--- src/rtl/factor_pkg.sv ---
// factor_pkg -- shared definitions for the factor scanner and the downstream
// digit-cycling display controller.
//   NUMBER_W            operand width
//   DEFAULT_MAX_DIVISOR default highest trial divisor
//   factor_w()          factor mask width for a given highest divisor
//   FACTOR_W            factor mask width at the default highest divisor
//   state_e             scanner FSM states
package factor_pkg;

  localparam int NUMBER_W            = 8;
  localparam int DEFAULT_MAX_DIVISOR = 19;

  // One mask bit per trial divisor 2..max_divisor.
  function automatic int factor_w(input int max_divisor);
    return max_divisor - 1;
  endfunction

  localparam int FACTOR_W = factor_w(DEFAULT_MAX_DIVISOR);

  typedef enum logic [1:0] {
    ST_START = 2'd0,
    ST_SCAN  = 2'd1,
    ST_IDLE  = 2'd2
  } state_e;

endpackage

--- src/rtl/factor_scanner_div_step.sv ---
// div_step -- one bit of a restoring division, purely combinational.
//   rem_i      [7:0]  partial remainder, always < d_i
//   in_bit_i          next dividend bit, MSB first
//   d_i        [7:0]  divisor
//   rem_next_o [7:0]  updated partial remainder, always < d_i
module div_step
  import factor_pkg::*;
(
  input  logic [NUMBER_W-1:0] rem_i,
  input  logic                in_bit_i,
  input  logic [NUMBER_W-1:0] d_i,
  output logic [NUMBER_W-1:0] rem_next_o
);

  // The shifted remainder can reach 2*d-1, so it needs one extra bit.
  logic [NUMBER_W:0] t;
  logic [NUMBER_W:0] res;
  logic              unused_res_msb;

  always_comb begin
    t   = {rem_i, in_bit_i};
    res = t;
    if (t >= {1'b0, d_i}) begin
      res = t - {1'b0, d_i};
    end
  end

  // Result is always < d, so the top bit is zero and can be dropped.
  assign rem_next_o     = res[NUMBER_W-1:0];
  assign unused_res_msb = res[NUMBER_W];

endmodule

--- src/rtl/factor_scanner.sv ---
// factor_scanner -- sequential trial-division factor finder for an 8-bit
// operand. Each divisor 2..MAX_DIVISOR is tested with eight restoring-division
// steps; the finished mask is published atomically with valid.
//   clk      clock, rising edge
//   reset    synchronous, active-high
//   number   operand, treated as static switch data
//   factors  bit i set iff (i+2) divides the latched operand (registered)
//   valid    factors matches the latched operand
//   busy     scan in progress
// Optional build macro FACTOR_SCANNER_EARLY_EXIT_EN: commit as soon as the
// divisor exceeds the operand instead of running the full fixed-length scan.
module factor_scanner
  import factor_pkg::*;
#(
  parameter int MAX_DIVISOR = DEFAULT_MAX_DIVISOR
) (
  input  logic                               clk,
  input  logic                               reset,
  input  logic [NUMBER_W-1:0]                number,
  output logic [factor_w(MAX_DIVISOR)-1:0]   factors,
  output logic                               valid,
  output logic                               busy
);

  localparam int                  FW    = factor_w(MAX_DIVISOR);
  localparam logic [NUMBER_W-1:0] MAX_D = NUMBER_W'(MAX_DIVISOR);

  state_e              state_q,   state_d;
  logic [NUMBER_W-1:0] num_q,     num_d;
  logic [NUMBER_W-1:0] div_q,     div_d;
  logic [2:0]          bit_q,     bit_d;
  logic [NUMBER_W-1:0] rem_q,     rem_d;
  logic [FW-1:0]       mask_q,    mask_d;
  logic [FW-1:0]       factors_q, factors_d;
  logic                valid_q,   valid_d;
  logic                busy_q,    busy_d;

  logic [NUMBER_W-1:0] rem_next;
  logic                restart;
  logic [FW-1:0]       mask_set;

  div_step u_div_step (
    .rem_i      (rem_q),
    .in_bit_i   (num_q[bit_q]),
    .d_i        (div_q),
    .rem_next_o (rem_next)
  );

  // Operand change is checked in every state so a mid-scan change restarts.
  assign restart  = (state_q == ST_START) || (number != num_q);
  // Mask with the current divisor's result folded in; each bit is written once
  // per scan and the mask starts at zero, so OR-ing is enough.
  assign mask_set = mask_q | (FW'(rem_next == '0) << (div_q - NUMBER_W'(2)));

  always_comb begin
    state_d   = state_q;
    num_d     = num_q;
    div_d     = div_q;
    bit_d     = bit_q;
    rem_d     = rem_q;
    mask_d    = mask_q;
    factors_d = factors_q;
    valid_d   = valid_q;
    busy_d    = busy_q;

    if (restart) begin
      // Restart wins over any commit on the same edge; factors keeps old data.
      num_d   = number;
      div_d   = NUMBER_W'(2);
      bit_d   = 3'd7;
      rem_d   = '0;
      mask_d  = '0;
      busy_d  = 1'b1;
      valid_d = 1'b0;
      state_d = ST_SCAN;
    end else if (state_q == ST_SCAN) begin
`ifdef FACTOR_SCANNER_EARLY_EXIT_EN
      if ((bit_q == 3'd7) && (div_q > num_q)) begin
        // No larger divisor can divide the operand; untested bits stay zero.
        factors_d = (num_q < NUMBER_W'(2)) ? '0 : mask_q;
        valid_d   = 1'b1;
        busy_d    = 1'b0;
        state_d   = ST_IDLE;
      end else begin
`endif
        rem_d = rem_next;
        bit_d = bit_q - 3'd1;
        if (bit_q == 3'd0) begin
          mask_d = mask_set;
          rem_d  = '0;
          bit_d  = 3'd7;
          div_d  = div_q + NUMBER_W'(1);
          if (div_q == MAX_D) begin
            factors_d = (num_q < NUMBER_W'(2)) ? '0 : mask_set;
            valid_d   = 1'b1;
            busy_d    = 1'b0;
            state_d   = ST_IDLE;
          end
        end
`ifdef FACTOR_SCANNER_EARLY_EXIT_EN
      end
`endif
    end
  end

  always_ff @(posedge clk) begin
    if (reset) begin
      state_q   <= ST_START;
      num_q     <= '0;
      factors_q <= '0;
      valid_q   <= 1'b0;
      busy_q    <= 1'b0;
    end else begin
      state_q   <= state_d;
      num_q     <= num_d;
      factors_q <= factors_d;
      valid_q   <= valid_d;
      busy_q    <= busy_d;
    end
  end

  // Working registers are always initialised by the restart that follows reset.
  always_ff @(posedge clk) begin
    div_q  <= div_d;
    bit_q  <= bit_d;
    rem_q  <= rem_d;
    mask_q <= mask_d;
  end

  assign factors = factors_q;
  assign valid   = valid_q;
  assign busy    = busy_q;

endmodule

--- config.mk ---
export PLATFORM = sky130hd
export DESIGN_NAME = factor_scanner
export DESIGN_NICKNAME = d
export VERILOG_FILES = /design/src/rtl/factor_pkg.sv /design/src/rtl/factor_scanner_div_step.sv /design/src/rtl/factor_scanner.sv
export SDC_FILE = /design/constraint.sdc
export NUM_CORES = 1
export LEC_CHECK = 0
export ABC_CLOCK_PERIOD_IN_PS = 3100
export CAP_MARGIN = 10
export CORE_UTILIZATION = 52
export DETAILED_ROUTE_END_ITERATION = 8
export HOLD_SLACK_MARGIN = 0.02
export PLACE_DENSITY = 0.76
export SLEW_MARGIN = 20
export SYNTH_ARGS = -nofsm -noshare
export SYNTH_HDL_FRONTEND = slang
export SYNTH_SLANG_ARGS = --single-unit
export TNS_END_PERCENT = 20
--- constraint.sdc ---
create_clock -name clk -period 3.1 [get_ports clk]
set_input_delay 0.465 -clock clk [delete_from_list [all_inputs] [get_ports clk]]
set_output_delay 0.465 -clock clk [all_outputs]
set_load 0.01 [all_outputs]
After elaboration in Yosys (flattened, before gate mapping). Index checks and enable logic that the tools add are counted.

Register bits after elaboration: 66. Logic and storage cells: 48.

$add $sub $neg: 4. Magnitude comparators: 3. Eq/ne operators: 3. Shift-type cells: 1. Multiplexer cells: 14. Bitwise gates (word level): 2. Reductions and logical operators: 12.

Operator list (count): $mux W18 (1); $or A18 B18 Y18 (1); $shl A1 B8 Y18 (1); $mux W8 (2); $ge A9 B8 Y1 (1); $mux W1 (9); $add A8 B1 Y8 const B (1); $eq A8 B5 Y1 const B (1); $logic_not A8 Y1 (1); $lt A8 B2 Y1 const B (1); $ne A8 B8 Y1 (1); $sub A8 B2 Y8 const B (1); $sub A8 B8 Y8 (1); $reduce_and A3 Y1 (2); $reduce_bool A2 Y1 (3); $lt A3 B4 Y1 const B (1); $reduce_and A4 Y1 (1); $bmux W1 S3 (1); $logic_not A3 Y1 (1); $mux W3 (1); $sub A3 B1 Y3 const B (1); $eq A2 B1 Y1 const B (1); $logic_not A2 Y1 (1); $reduce_and A2 Y1 (1); other kinds (3) (3).

Longest topological paths before layout.
Depth in word-level cells: 8. Gate-level depth with buffers: 12. Depth with buffers taken out: 11.

Cells and area by module. A second synthesis with hierarchy kept.

Cell total of the unflattened synthesis: 354. Area, all modules: 3229.3 µm².

By module, submodules not included: factor_scanner (times used 1, cells an instance 289, area an instance 2702.6 µm², seq. area each 1301.2 µm²); div_step (times used 1, cells an instance 65, area an instance 526.8 µm², seq. area each 0.0 µm²).

Worst setup path after synthesis. OpenSTA, ideal clock, no wires.

Kind: register -> register. From: register bit_q[0]. To: register factors_q[16] (netlist: factors[16]). Setup time: 70 ps. Arrival: 3186 ps. Data required time: 3030 ps. Path slack: -156 ps. Cell stages (with the launch flop): 11. Path buffers: 0. Path through: dfxtp_1 > mux4_2 > mux2i_1 > ha_1 > nand2b_1 > a21oi_1 > or3_1 > a2111o_1 > o31a_1 > or4_1 > a21oi_1.

Word-level cells in the longest chain between the ends: 8.

RTL lines: from (decl) (line factor_scanner.sv:31) `logic [2:0] bit_q, bit_d;`; from (signal assigned) (line factor_scanner.sv:125) `bit_q <= bit_d;`; $bmux W1 S3 (line factor_scanner.sv:44) `.in_bit_i (num_q[bit_q]),`; $mux W1 (implied by the code) (line factor_scanner.sv:44); $sub A8 B8 Y8 or $ge A9 B8 Y1 (tied branches) (line factor_scanner_div_step.sv:24, factor_scanner_div_step.sv:23); $mux W8 (line factor_scanner_div_step.sv:23) `if (t >= {1'b0, d_i}) begin`; $logic_not A8 Y1 (line factor_scanner.sv:53) `assign mask_set = mask_q | (FW'(rem_next == '0) << (div_q - NUMBER_W'(2)));`; $shl A1 B8 Y18 (line factor_scanner.sv:53); $or A18 B18 Y18 (line factor_scanner.sv:53); $mux W18 (line factor_scanner.sv:94) `factors_d = (num_q < NUMBER_W'(2)) ? '0 : mask_set;`; to (signal assigned) (line factor_scanner.sv:116) `factors_q <= factors_d;`; to (decl) (line factor_scanner.sv:34) `logic [FW-1:0] factors_q, factors_d;`.

Parallel ways exist; a longest one is shown, timed or not. The select of a mux whose other input is x is not followed. A chain may end at the register's enable or synchronous reset.

Worst setup path in the final report.
From: register bit_q[0]. To: register mask_q[10].

Word-level cells in the longest chain between the ends: 7.

RTL lines: $bmux W1 S3 (line factor_scanner.sv:44); $mux W1 (implied by the code) (line factor_scanner.sv:44); $sub A8 B8 Y8 or $ge A9 B8 Y1 (tied branches) (line factor_scanner_div_step.sv:24, factor_scanner_div_step.sv:23); $mux W8 (line factor_scanner_div_step.sv:23); $logic_not A8 Y1 (line factor_scanner.sv:53); $shl A1 B8 Y18 (line factor_scanner.sv:53); $or A18 B18 Y18 (line factor_scanner.sv:53); to (signal assigned) (line factor_scanner.sv:127) `mask_q <= mask_d;`; to (decl) (line factor_scanner.sv:33) `logic [FW-1:0] mask_q, mask_d;`.

Parallel ways exist; a longest one is shown, timed or not. The select of a mux whose other input is x is not followed.

==> results.cfg <==
[status]
status = finished with violations
violations = negative setup slack

[clocking]
clkSinkCount = 65
cts_buffers = 9
clock_latency_ns = 0.35
holdBufCountCts = 0
cts_htree_levels = 3
clk_pin_slew_ns = 0.08
tritoncts = done
clockBufferDepth = 2
cts-root-buf = clkbuf_8

[synthesis]
synth_async_sr_flop_share_pct = 0
synth-main-ff-cell = dfxtp_1
syn-num-nets = 441
synth_edf_count = 0
syn_avg_cell_area_um2 = 8.289
yosysSeqAreaShare_pct = 37.74
synth_cells = 416
yosysWarnings = 0
syn_area_um2 = 3448
yosysUniqueCellTypes = 54
ys_ff_latch = 65

[sta]
worst_pin_slew_ns = 0.7811
skew_ns = 0.009281
fin_ws_ns = -0.1469
max_slew_margin_pct = 47.73
finalCritPeriodShare_pct = 104.7
rsz0062_at_grt = yes
hold_viol = 0
setup_violations = 24
min_period_ns = 3.247
fmax_mhz = 308.0
drv_slew = 0

[finish]
drive_gt1_share_pct = 18.62
finalInstanceArea_um2 = 4394
layout_common_cells = dfxtp_1, nor2_1, nand2_1
utilization_pct = 68.81
fillers = 517
synthToLayoutAreaGrowth_pct = 27.43
final_nets = 498
final_common_cell = dfxtp_1
antennaDiodeCount = 0

[drt]
vias = 3343
first_pass_iters = 5
wl_per_cell_um = 17.10
drc = 0
drt_iter0_drc = 276
wl_um = 9493
viasPerCell = 6.023
ant_nets = 0

[setup_path]
r2r_cells = 11
start_kind = register
crit_type = register to register
end_kind = register
worstPathRequired_ns = 3.39
path_max_fanout = 5
crit_arrival_ns = 3.54

[floorplan]
die_y_um = 83.44
num_rows = 29
coreArea_um2 = 6386
start_util_pct = 54.00
ioPinCount = 30
die_area_um2 = 6961
die_x_um = 83.44

[place]
gp_congestion = 1.017
placed_area_um2 = 4025
portBuffers = 29
dp_hpwl_um = 6422

[worst_hold_path]
min_path_type = register to register
holdPathStages = 2

[grt]
grt_pass1_wl_um = 15650
track_usage_pct = 28.25
use_met1_pct = 37.48
first_global_vias = 3303
use_met3_pct = 4.473
grt_overflow = 0
grt_util_met2_pct = 43.89
grt.busiest_layer = met2
antenna_found_initial = 0
grt_max_degree = 29

[run]
max-cap-violations = 0

[power_and_ir_drop]
power_density_nw_per_um2 = 419.6
seqPwrFrac_pct = 45.8
power_mw = 1.844
ir_drop_v = 0.0003152
comb_power_share_pct = 4.6
leakage_nw = 1.706
clockPowerShare_pct = 49.6
p_switching_mw = 0.4028
switching_share_pct = 21.85
p_int_mw = 1.441
[final cells by class]
type | instances | area (um2) | area share (%)
clock buffer | 10 | 137.6 | 3.132
timing repair buffer | 66 | 575.6 | 13.10
sequential | 65 | 1305 | 29.70
multi-input combinational | 316 | 2111 | 48.04
tap | 77 | 96.34 | 2.192
inverter | 15 | 56.30 | 1.281
clock inverter | 6 | 112.6 | 2.563
[power by group through the flow]
stage          logic, mW  clock network, mW  registers, mW
6_report          0.0855              0.914          0.845
5_1_grt           0.0923              0.955          0.845
4_1_cts           0.0829              0.918          0.844
3_5_place_dp      0.0777                  0          0.865
3_3_place_gp      0.0759                  0          0.865
2_1_floorplan     0.0387                  0          0.865
[worst paths after layout]
kind	from	slack, ns	end
worst max-delay path	bit_q[0]	-0.15	mask_q[10]
worst min-delay path	factors[4]	0.45	factors[4]
worst max register to register	bit_q[0]	-0.15	mask_q[10]
worst min register to register	factors[4]	0.45	factors[4]
[worst max-delay path, stage by stage (launching register included)]
cell      delay (ns)
dfxtp_4         0.38
mux4_2          0.53
mux2i_4         0.18
ha_2            0.21
fa_2            0.21
nand2b_4        0.14
a21oi_2         0.06
xor2_1          0.16
a2111o_1        0.45
o31a_1          0.33
nor4b_2         0.36
a22o_1          0.18
[what timing repair did]
action / in CTS / in global routing
gates resized for setup: 11 / 8
setup endpoints to repair: 28 / 30
hold endpoints to repair: 0 / 0
setup buffers: 2 / 2
pin swaps: 7 / 8
[routing by layer]
metal / vias up / part of all wire, %
li1: 1599 / -
met1: 1575 / 45
met2: 135 / 46
met3: 34 / 5.3
met4: 0 / 3.5
met5: - / 0
[cell families after synthesis]
kind of cell / after synthesis / synth area share, %
flops: 65 / 37.74
compound gates: 92 / 18.29
fa+ha+maj: 15 / 5.660
mux: 6 / 2.576
xor+xnor: 24 / 6.096
simple gates: 179 / 25.40
buf+inv: 35 / 4.245
[flip-flops by register name, indices dropped and copies added (netlist names)]
register	cells
valid	1
rem_q	8
div_q	8
num_q	8
bit_q	3
mask_q	18
factors	18
state_q	1
[cell usage after synthesis (all sizes together), types with 13 or more instances]
master / count / area share (%)
nor3: 14 / 2.0
nor2: 46 / 5.0
nand3: 29 / 4.2
xnor2: 14 / 3.6
ha: 14 / 5.1
inv: 15 / 1.6
nor2b: 13 / 2.4
o21ai: 13 / 1.9
clkbuf: 18 / 2.2
a21oi: 30 / 4.7
nand2: 42 / 4.6
dfxtp: 65 / 38
[per-stage QoR]
stage	setup slack [ns]	hold WS (ns)	instances	TNS [ns]
after global placement	-0.1040	0.4396	535	-1.085
after CTS	-0.09904	0.4545	553	-0.9486
after global routing	-0.2592	0.4687	555	-5.105
after detailed placement	-0.2260	0.4437	535	-2.875
after floorplan	-0.04849	0.4247	416	-0.1324
final	-0.1469	0.4529	555	-2.160
Power figures use the tool's default switching activity.
==> RTL edit (same flow settings) <==
The 3 states of `state_e` get a one-hot encoding in 3 bits.
--- a/src/rtl/factor_pkg.sv
+++ b/src/rtl/factor_pkg.sv
@@ -18,8 +18,8 @@
   localparam int FACTOR_W = factor_w(DEFAULT_MAX_DIVISOR);
 
-  typedef enum logic [1:0] {
-    ST_START = 2'd0,
-    ST_SCAN  = 2'd1,
-    ST_IDLE  = 2'd2
+  typedef enum logic [2:0] {
+    ST_START = 3'b001,
+    ST_SCAN  = 3'b010,
+    ST_IDLE  = 3'b100
   } state_e;
 
Formal check against the unedited RTL: no difference found for any inputs over 10 cycles, from zero or initial values and one cycle with reset high; not proved beyond that.
==> RTL edit against the original RTL <==
  * The flow finishes with violations (design-rule violations, negative setup slack)
  * Setup slack better by 0.13 ns
  * Final area increased by 0.28%
  * Sequential cell count is 1 higher
  * Die area is 3.0% higher
  * Count of clock-buffer cells in the layout unchanged
  * Power is 5.3% lower
  * Routed wire length decreased by 2.3%
  * Area after synthesis is 3.0% higher
  * Global-route usage decreased by 1.2 points
  * Sequential power grew 2%
  * Critical endpoint is now factors[16]
  * Clock skew is 0.00057 ns higher
==> RTL edit: results <==
drt:
  wl_per_cell_um: 16.5
  vias: 3379
  drt_first_iter_violations: 230
  drc: 1
critical_path:
  arrival_ns: 3.37
  crit_path_top_delay_cell: "fa_1"
grt:
  first_global_vias: 3214
  grt_max_degree: 30
timing:
  fin_ws_ns: -0.0205
  relSlewSlack_pct: 53.1
  setup_violations: 1
  worst_hold_slack_ns: 0.452
outcome:
  outcome: "finished with violations"
  violations: "design-rule violations, negative setup slack"
synthesis:
  synthMuxAreaShare_pct: 2.46
  synthTopCellsByArea: "dfxtp_1 (37%), nand2_1 (5.7%), ha_1 (4.9%)"
  yosys.area_share.adder_pct: 5.49
  avgSynthCellArea_um2: 8.23
  synthXorXnorAreaFrac_pct: 4.68
  synth_common_cells: "dfxtp_1 (66), nand2_1 (54), nor2_1 (40)"
  ys_seq_area_share_pct: 37.2
pwr:
  ir_worst_vdd_v: 0.000273
placement:
  dp_hpwl_mm: 6.24
  place_congestion: 0.959
  dp.cells: 538
layout:
  drive_above_1_share_pct: 15.4
  fillers: 493
hold_path:
  hold_start: "factors[1]"
[RTL edit: changes by cell type after synthesis, moves of 4 or more]
cell and change:
a22o_1 -5, xnor2_1 -4, a21o_1 +4, inv_1 -4
nor2_1 -6, nand2_1 +12, clkbuf_1 -5, buf_2 +5
a21oi_1 -8, o21ai_1 +4, nand2b_1 +6, o21ai_0 +13
[RTL edit: layer usage]
metal  GRT usage (%)  vias up  wire [um]
li1                -     1642          -
met1            33.5     1586       4040
met2            45.2      122       4480
met3            4.52       29        452
met4            14.2        0        304
met5               0        -          0
[RTL edit: metrics by stage]
step / worst slack (ns) / utilization (%)
2_1_floorplan: 0.0484 / -
3_3_place_gp: -0.0465 / 62.0
3_5_place_dp: -0.117 / 62.0
4_1_cts: 0.0258 / 66.6
5_1_grt: -0.109 / 68.2
6_report: -0.0205 / 68.2
[RTL edit: logic make-up after synthesis]
family / count (synthesis)
xor+xnor: 19
flops: 66
buf+inv: 35
simple gates: 186
compound gates: 105
mux: 6
fa+ha+maj: 15
[RTL edit: path summary, 6_finish.rpt]
check | end | depth (start not counted)
worst max-delay path | factors[16] | 13
worst min-delay path | factors[1] | 2
worst max register to register | factors[16] | 13
worst min register to register | factors[1] | 2
[RTL edit: critical path: cells and delay by family, from the launching register on]
family	cells	cell delay [ns]
AO/OA/AOI/OAI	4	0.94
adder cells (fa/ha/maj)	2	0.62
multiplexers	2	0.45
flip-flops	1	0.36
AND/OR/NAND/NOR	3	0.34
buffers and inverters	2	0.31
[RTL edit: final cells by class]
cell class              count  area, um^2  area share, %
flip-flops and latches     66        1330           30.1
well taps                  77        96.3           2.19
clock inverters             6        88.8           2.02
inverters                  12        45.0           1.02
multi-input cells         331        2190           49.7
clock buffers              10         128           2.90
repair buffers             61         534           12.1
[RTL edit: what timing repair did]
item,CTS,global route
endpoints found under the setup margin,27,27
buffers inserted,4,5
pin swaps,4,7
resized for setup,10,18
[RTL edit: power by group]
| group | switching (uW) | total (uW) | internal [uW] |
|---|---|---|---|
| Clock | 356 | 811 | 454 |
| Combinational | 39.5 | 74.1 | 34.6 |
| Sequential | 7.01 | 860 | 853 |
